**src/rtl/mips_bus_pkg.sv**
```systemverilog
// -----------------------------------------------------------------------------
// mips_bus_pkg
// Shared types and constants for the MIPS two-port Avalon-MM bus arbiter.
//   arb_state_t   : arbiter FSM states (IDLE, GRANT_I, GRANT_D)
//   port_t        : requester identity, used for the round-robin history bit
//   BUS_IDLE_ADDR : address driven on the bus while no port is granted
//   FETCH_BE      : lane mask driven for instruction fetches (always full word)
// -----------------------------------------------------------------------------
package mips_bus_pkg;

   typedef enum logic [1:0] {
      IDLE    = 2'd0,
      GRANT_I = 2'd1,
      GRANT_D = 2'd2
   } arb_state_t;

   typedef enum logic {
      PORT_I = 1'b0,
      PORT_D = 1'b1
   } port_t;

   localparam logic [31:0] BUS_IDLE_ADDR = 32'h0000_0000;
   localparam logic [3:0]  FETCH_BE      = 4'hF;

endpackage

```
**src/rtl/mips_bus_arbiter.sv**
```systemverilog
// -----------------------------------------------------------------------------
// mips_bus_arbiter
// Shares the CPU's single Avalon-MM master between the instruction-fetch port
// (i_*) and the load/store port (d_*). Grants are registered and round-robin;
// the granted port's command is forwarded combinationally to the bus. A
// watchdog counts stalled cycles of one granted transfer and raises a sticky
// bus_timeout flag without ever aborting the transfer.
//
// Ports:
//   clk, reset (async, active-low)
//   i_address/i_read            -> fetch command in
//   i_waitrequest/i_readdata    <- fetch response out
//   d_address/d_read/d_write/d_writedata/d_byteenable -> data command in
//   d_waitrequest/d_readdata    <- data response out
//   address/read/write/writedata/byteenable -> Avalon bus command out
//   waitrequest/readdata        <- Avalon bus response in (zero-latency read)
//   bus_timeout                 -> sticky watchdog flag
// -----------------------------------------------------------------------------
module mips_bus_arbiter
   import mips_bus_pkg::*;
#(
   parameter int unsigned TIMEOUT_CYCLES = 1023
) (
   input  logic        clk,
   input  logic        reset,
   input  logic [31:0] i_address,
   input  logic        i_read,
   output logic        i_waitrequest,
   output logic [31:0] i_readdata,
   input  logic [31:0] d_address,
   input  logic        d_read,
   input  logic        d_write,
   input  logic [31:0] d_writedata,
   input  logic [3:0]  d_byteenable,
   output logic        d_waitrequest,
   output logic [31:0] d_readdata,
   output logic [31:0] address,
   output logic        read,
   output logic        write,
   output logic [31:0] writedata,
   output logic [3:0]  byteenable,
   input  logic        waitrequest,
   input  logic [31:0] readdata,
   output logic        bus_timeout
);

   localparam int unsigned     CNT_W       = $clog2(TIMEOUT_CYCLES + 1);
   localparam logic [CNT_W-1:0] TIMEOUT_VAL = CNT_W'(TIMEOUT_CYCLES);

   arb_state_t       r_state;
   arb_state_t       w_next_state;
   port_t            r_last;
   logic [CNT_W-1:0] r_wdog_cnt;
   logic [CNT_W-1:0] w_wdog_cnt_next;
   logic             r_bus_timeout;
   logic             w_i_req;
   logic             w_d_req;
   logic             w_complete;
   logic             w_grant_entry;
   logic             w_stall;

   assign w_i_req     = i_read;
   assign w_d_req     = d_read | d_write;
   assign bus_timeout = r_bus_timeout;

   // Next-state and completion decode; completion needs waitrequest, which
   // only feeds state/history registers, never the bus command outputs.
   always_comb begin
      w_next_state = r_state;
      w_complete   = 1'b0;
      case (r_state)
         IDLE: begin
            if (w_i_req && w_d_req) begin
               w_next_state = (r_last == PORT_D) ? GRANT_I : GRANT_D;
            end else if (w_i_req) begin
               w_next_state = GRANT_I;
            end else if (w_d_req) begin
               w_next_state = GRANT_D;
            end else begin
               w_next_state = IDLE;
            end
         end
         GRANT_I: begin
            if (!w_i_req) begin
               // Requester gave up without completing: history untouched.
               w_next_state = IDLE;
            end else if (!waitrequest) begin
               w_complete   = 1'b1;
               w_next_state = w_d_req ? GRANT_D : IDLE;
            end else begin
               w_next_state = GRANT_I;
            end
         end
         GRANT_D: begin
            if (!w_d_req) begin
               w_next_state = IDLE;
            end else if (!waitrequest) begin
               w_complete   = 1'b1;
               w_next_state = w_i_req ? GRANT_I : IDLE;
            end else begin
               w_next_state = GRANT_D;
            end
         end
         default: begin
            w_next_state = IDLE;
         end
      endcase
   end

   // Bus command and requester response muxing from the registered grant.
   always_comb begin
      address       = BUS_IDLE_ADDR;
      read          = 1'b0;
      write         = 1'b0;
      writedata     = 32'h0000_0000;
      byteenable    = 4'h0;
      i_waitrequest = 1'b1;
      i_readdata    = 32'h0000_0000;
      d_waitrequest = 1'b1;
      d_readdata    = 32'h0000_0000;
      case (r_state)
         GRANT_I: begin
            address       = i_address;
            read          = i_read;
            byteenable    = FETCH_BE;
            i_waitrequest = waitrequest;
            i_readdata    = readdata;
         end
         GRANT_D: begin
            // A simultaneous read and write is treated as a write.
            address       = d_address;
            read          = d_read & ~d_write;
            write         = d_write;
            writedata     = d_writedata;
            byteenable    = d_byteenable;
            d_waitrequest = waitrequest;
            d_readdata    = readdata;
         end
         default: begin
            address = BUS_IDLE_ADDR;
         end
      endcase
   end

   assign w_grant_entry = (w_next_state != IDLE) && (w_next_state != r_state);
   assign w_stall       = (r_state != IDLE) && waitrequest;

   // Watchdog counter next value: cleared on grant entry, saturating count.
   always_comb begin
      w_wdog_cnt_next = r_wdog_cnt;
      if (w_grant_entry) begin
         w_wdog_cnt_next = {CNT_W{1'b0}};
      end else if (w_stall && (r_wdog_cnt != TIMEOUT_VAL)) begin
         w_wdog_cnt_next = r_wdog_cnt + CNT_W'(1);
      end else begin
         w_wdog_cnt_next = r_wdog_cnt;
      end
   end

   // State, round-robin history and watchdog registers.
   always_ff @(posedge clk or negedge reset) begin
      if (!reset) begin
         r_state       <= IDLE;
         r_last        <= PORT_D;
         r_wdog_cnt    <= {CNT_W{1'b0}};
         r_bus_timeout <= 1'b0;
      end else begin
         r_state    <= w_next_state;
         r_wdog_cnt <= w_wdog_cnt_next;
         if (w_complete) begin
            r_last <= (r_state == GRANT_I) ? PORT_I : PORT_D;
         end
         // Sticky: set on the edge where the count reaches the limit.
         if (w_wdog_cnt_next == TIMEOUT_VAL) begin
            r_bus_timeout <= 1'b1;
         end
      end
   end

endmodule
```
**config.mk**
```make
export PLATFORM = sky130hd
export DESIGN_NAME = mips_bus_arbiter
export DESIGN_NICKNAME = d
export VERILOG_FILES = /design/src/rtl/mips_bus_pkg.sv /design/src/rtl/mips_bus_arbiter.sv
export SDC_FILE = /design/constraint.sdc
export NUM_CORES = 1
export LEC_CHECK = 0
export BUFFER_PORTS_ARGS = -buffer_cell sky130_fd_sc_hd__buf_2
export CORE_AREA = 3 3 104 106
export CTS_CLUSTER_DIAMETER = 40
export CTS_CLUSTER_SIZE = 30
export DETAILED_ROUTE_END_ITERATION = 8
export DIE_AREA = 0 0 107 109
export PLACE_DENSITY_LB_ADDON = 0.3
export SYNTH_ARGS = -nofsm -noshare
export SYNTH_HDL_FRONTEND = slang
export SYNTH_SLANG_ARGS = --single-unit
export TNS_END_PERCENT = 50
```
**constraint.sdc**
```tcl
create_clock -name clk -period 2 [get_ports clk]
set_input_delay 0.3 -clock clk [delete_from_list [all_inputs] [get_ports clk]]
set_output_delay 0.3 -clock clk [all_outputs]
set_load 0.01 [all_outputs]
```
==> impl_metrics.tcl <==
set metrics [dict create \
    synthXorXnorAreaFrac_pct 1.57 \
    maxCapViolCount 0 \
    yosys.area_share.adder_pct 2.80 \
    ir_drop_v 0.000461 \
    tightest_slew_ns 0.339 \
    main_combinational_cell_family_by_area_after_synthesis "simple AND/OR/NAND/NOR gates" \
    postSynth.topFlopCell "sky130_fd_sc_hd__dfrtp_1" \
    post_synth_and_or_nand_nor_area_fraction_pct 51.1 \
    route.detailed.vias_per_inst 4.66 \
    clock_sink_count 14 \
    clockRootBuffer "sky130_fd_sc_hd__clkbuf_8" \
    slew_headroom_pct 77.2 \
    initial_core_utilization_pct 22.6 \
    longest_clk_path_bufs 2 \
    route.vias.total 3348 \
    placed_cells 705 \
    die_area_um2 11700 \
    synth_compound_area_share_pct 20.7 \
    final_min_period_over_clock_period_pct 101 \
    crit_path_start_kind "flip-flop" \
    vertical_die_dimension_um 109 \
    synth_fp_nets 449 \
    post-dp-hpwl_um 11000 \
    number_of_clock_buffers_inserted_by_tritoncts 3 \
    grt_first_pass_wirelength_um 18700 \
    gpl.final_weighted_congestion 0.913 \
    nNetsFinal 728 \
    worst-path-buf-inv 0 \
    min_path_cells 3 \
    cell_internal_pwr_w 0.00238 \
    finalNonFillerCells 718 \
    final-setup-viol-count 2 \
    worstPathArrival_ns 2.17 \
    grt_start_max_net_pins 72 \
    ant_nets 0 \
    post_synthesis_async_set_or_reset_flop_share_pct 100 \
    yosys_register_bits 14 \
    run_status "complete, but fails checks" \
    finClkSkew_ns 0.00370 \
    dpl-instance-area_um2 3810 \
    cp-end-kind "flip-flop" \
    grt_pass1_vias 3197 \
    p_leak_nw 2.28 \
    tritoncts_clock_tree "built" \
    timing.hold.worst.class "in2reg" \
    critical_path_class "reg2reg" \
    die-width_um 107 \
    power_switching_share_pct 48.8 \
    reg2reg_depth 6 \
    worst-path-stages 6 \
    unrepaired_setup_endpoints_after_global_routing "true" \
    fin_area_um2 4150 \
    drt-wirelength-per-cell_um 18.2 \
    failing_checks "setup timing" \
    area.growth.synth_to_final_pct 85.8 \
    finalWorstPathRequiredPeriod_ns 2.02 \
    slew_violations 0 \
    post_route_cells_drive_above_1_share_pct 59.1 \
    io_buffer_count 274 \
    crit_path_max_fanout 4 \
    cts_htree_levels 1 \
    grt_antenna_before_repair 4 \
    fillerInstances 1046 \
    p_per_area_nw_per_um2 1120 \
    synth_seq_area_share_pct 15.8 \
    coreArea_um2 9860 \
    detail_route.drc_violations 0 \
    setup_ws_ns -0.0152 \
    synth.area.mux_share_pct 2.24 \
    grt-ovfl-total 0 \
    synth_cell_types 49 \
    edff_count_synth 0 \
    total_iterations_of_the_first_detailed_routing_run 4 \
    grt_usage_pct 20.7 \
    clock_latency_on_the_worst_skew_pair_ns 0.26 \
    power.sequential.fraction_pct 8.2 \
    netlist_area_before_placement_um2 2230 \
    required_ns 2.16 \
    first_iter_violations 180 \
    max_freq_mhz 496 \
    power.net_switching_w 0.00227 \
    detail_route.wirelength_um 13100 \
    worst_setup_hold_path_clk_slew_ns 0.06 \
    power_frac_comb_pct 86.4 \
    crit_path_cell_trace "ha_4 > nand4_4 > o31ai_2 > o32ai_1 > a2111o_1 > o41ai_2" \
    rrSetupSlack_ns -0.02 \
    design.portCount 275 \
    synth-warning-count 0 \
    power.share.clock_pct 5.4 \
    syn_avg_cell_area_um2 7.29 \
    critical_path.top_delay_family "compound AO/OA/AOI/OAI gates" \
    critPathSlowestCell "sky130_fd_sc_hd__a2111o_1" \
    num_rows 36 \
    timing_hold_violations_final 0 \
    synthesis.instances 306 \
    postLayoutCoreUtil_pct 42.0 \
    cpPeakStageDelay_ns 0.44 \
    post-place-ws_ns -0.128 \
]
==> layout by cell type, fill, tap and decap left out, drive strengths merged, types with 3 or more instances in the layout <==
master and count:
nor2b 36, and2 100, inv 4, nand3b 5, nand2b 4, nand3 3, mux2i 5, nor3 5
buf 298, a22oi 32, a21oi 6, ha 5, dfrtp 13, nor2 12, nand2 12, clkbuf 6
o21ai 5
==> cells in the mapped netlist, drive strengths merged, types with 2 or more instances <==
library cell    n  area share [%]
a21oi           6             1.3
a22oi          32              11
a31oi           2            0.56
and2          100              28
and2b           2            0.73
buf             7             1.8
clkbuf         20             3.4
dfrtp          13              15
ha              5             2.8
inv             4            0.67
mux2i           5             2.2
nand2          12             2.0
nand2b          4             1.1
nand3           3            0.90
nand3b          5             1.7
nor2           12             2.0
nor2b          36              10
nor3            5             1.1
nor4            2            0.56
o2111ai         2            0.78
o21ai           5             1.1
o31ai           2             1.3
or2b            2            0.78
xnor2           2            0.78
xor2            2            0.78
==> sequential cells by signal, indices dropped and copies added (netlist names) <==
signal       flops
bus_timeout      1
r_last           1
r_state          2
r_wdog_cnt      10
==> layer usage <==
metal	vias to the layer above	wire length, um	track usage [%]
li1	1595	-	-
met1	1564	5760	29.0
met2	164	5870	32.1
met3	17	1310	6.87
met4	8	100	2.19
met5	-	35	0
==> final cells by class <==
type / count / area (um2) / share of cell area (%)
diodes: 1 / 2.50 / 0.0603
flip-flops and latches: 14 / 353 / 8.51
inverters: 4 / 15.0 / 0.362
well taps: 133 / 166 / 4.01
repair buffers: 301 / 1670 / 40.2
multi-input cells: 261 / 1900 / 45.7
clock buffers: 4 / 45.0 / 1.09
==> worst register-to-register path, stage by stage (launching register included) <==
cell and delay (ns):
sky130_fd_sc_hd__dfrtp_1 0.41, sky130_fd_sc_hd__ha_4 0.18, sky130_fd_sc_hd__nand4_4 0.11, sky130_fd_sc_hd__o31ai_2 0.32, sky130_fd_sc_hd__o32ai_1 0.12, sky130_fd_sc_hd__a2111o_1 0.44, sky130_fd_sc_hd__o41ai_2 0.33
==> per-stage QoR <==
step / total power [W] / hold slack, ns / TNS (ns)
floorplan: 0.00244 / 0.00441 / -0.117
global placement: 0.00387 / 0.215 / -0.162
detailed placement: 0.00393 / 0.229 / -0.338
CTS: 0.00437 / 0.377 / -0.0302
global route: 0.00501 / 0.408 / -0.844
finish: 0.00465 / 0.399 / -0.0220
==> cell families after synthesis <==
kind of cell | after synthesis
multiplexers | 5
AO/OA/AOI/OAI | 60
XOR/XNOR | 4
adder cells (fa/ha/maj) | 5
flip-flops | 14
AND/OR/NAND/NOR | 187
buffers and inverters | 31
==> what timing repair did <==
item	4_1_cts	5_1_grt
hold buffers	1	0
setup endpoints to repair	110	63
setup buffers	4	2
resized for setup	19	22
cloned	0	2
endpoints found under the hold margin	13	0
pin swaps	6	6
==> final timing paths <==
check | startpoint | to
setup / recovery | r_wdog_cnt[1] | bus_timeout
hold / removal | i_read | r_state[0]
setup reg to reg | r_wdog_cnt[1] | bus_timeout
hold reg to reg | bus_timeout | bus_timeout
max in group asynchronous | reset | r_last
min in group asynchronous | reset | r_wdog_cnt[8]
==> power groups by stage <==
stage / registers, W / logic, W / clock network [W]
floorplan: 0.000377 / 0.00206 / 0
global placement: 0.000381 / 0.00349 / 0
CTS: 0.000379 / 0.00373 / 0.000261
finish: 0.000380 / 0.00402 / 0.000250
detailed placement: 0.000383 / 0.00354 / 0
global route: 0.000384 / 0.00435 / 0.000272
Power figures use the tool's default switching activity.
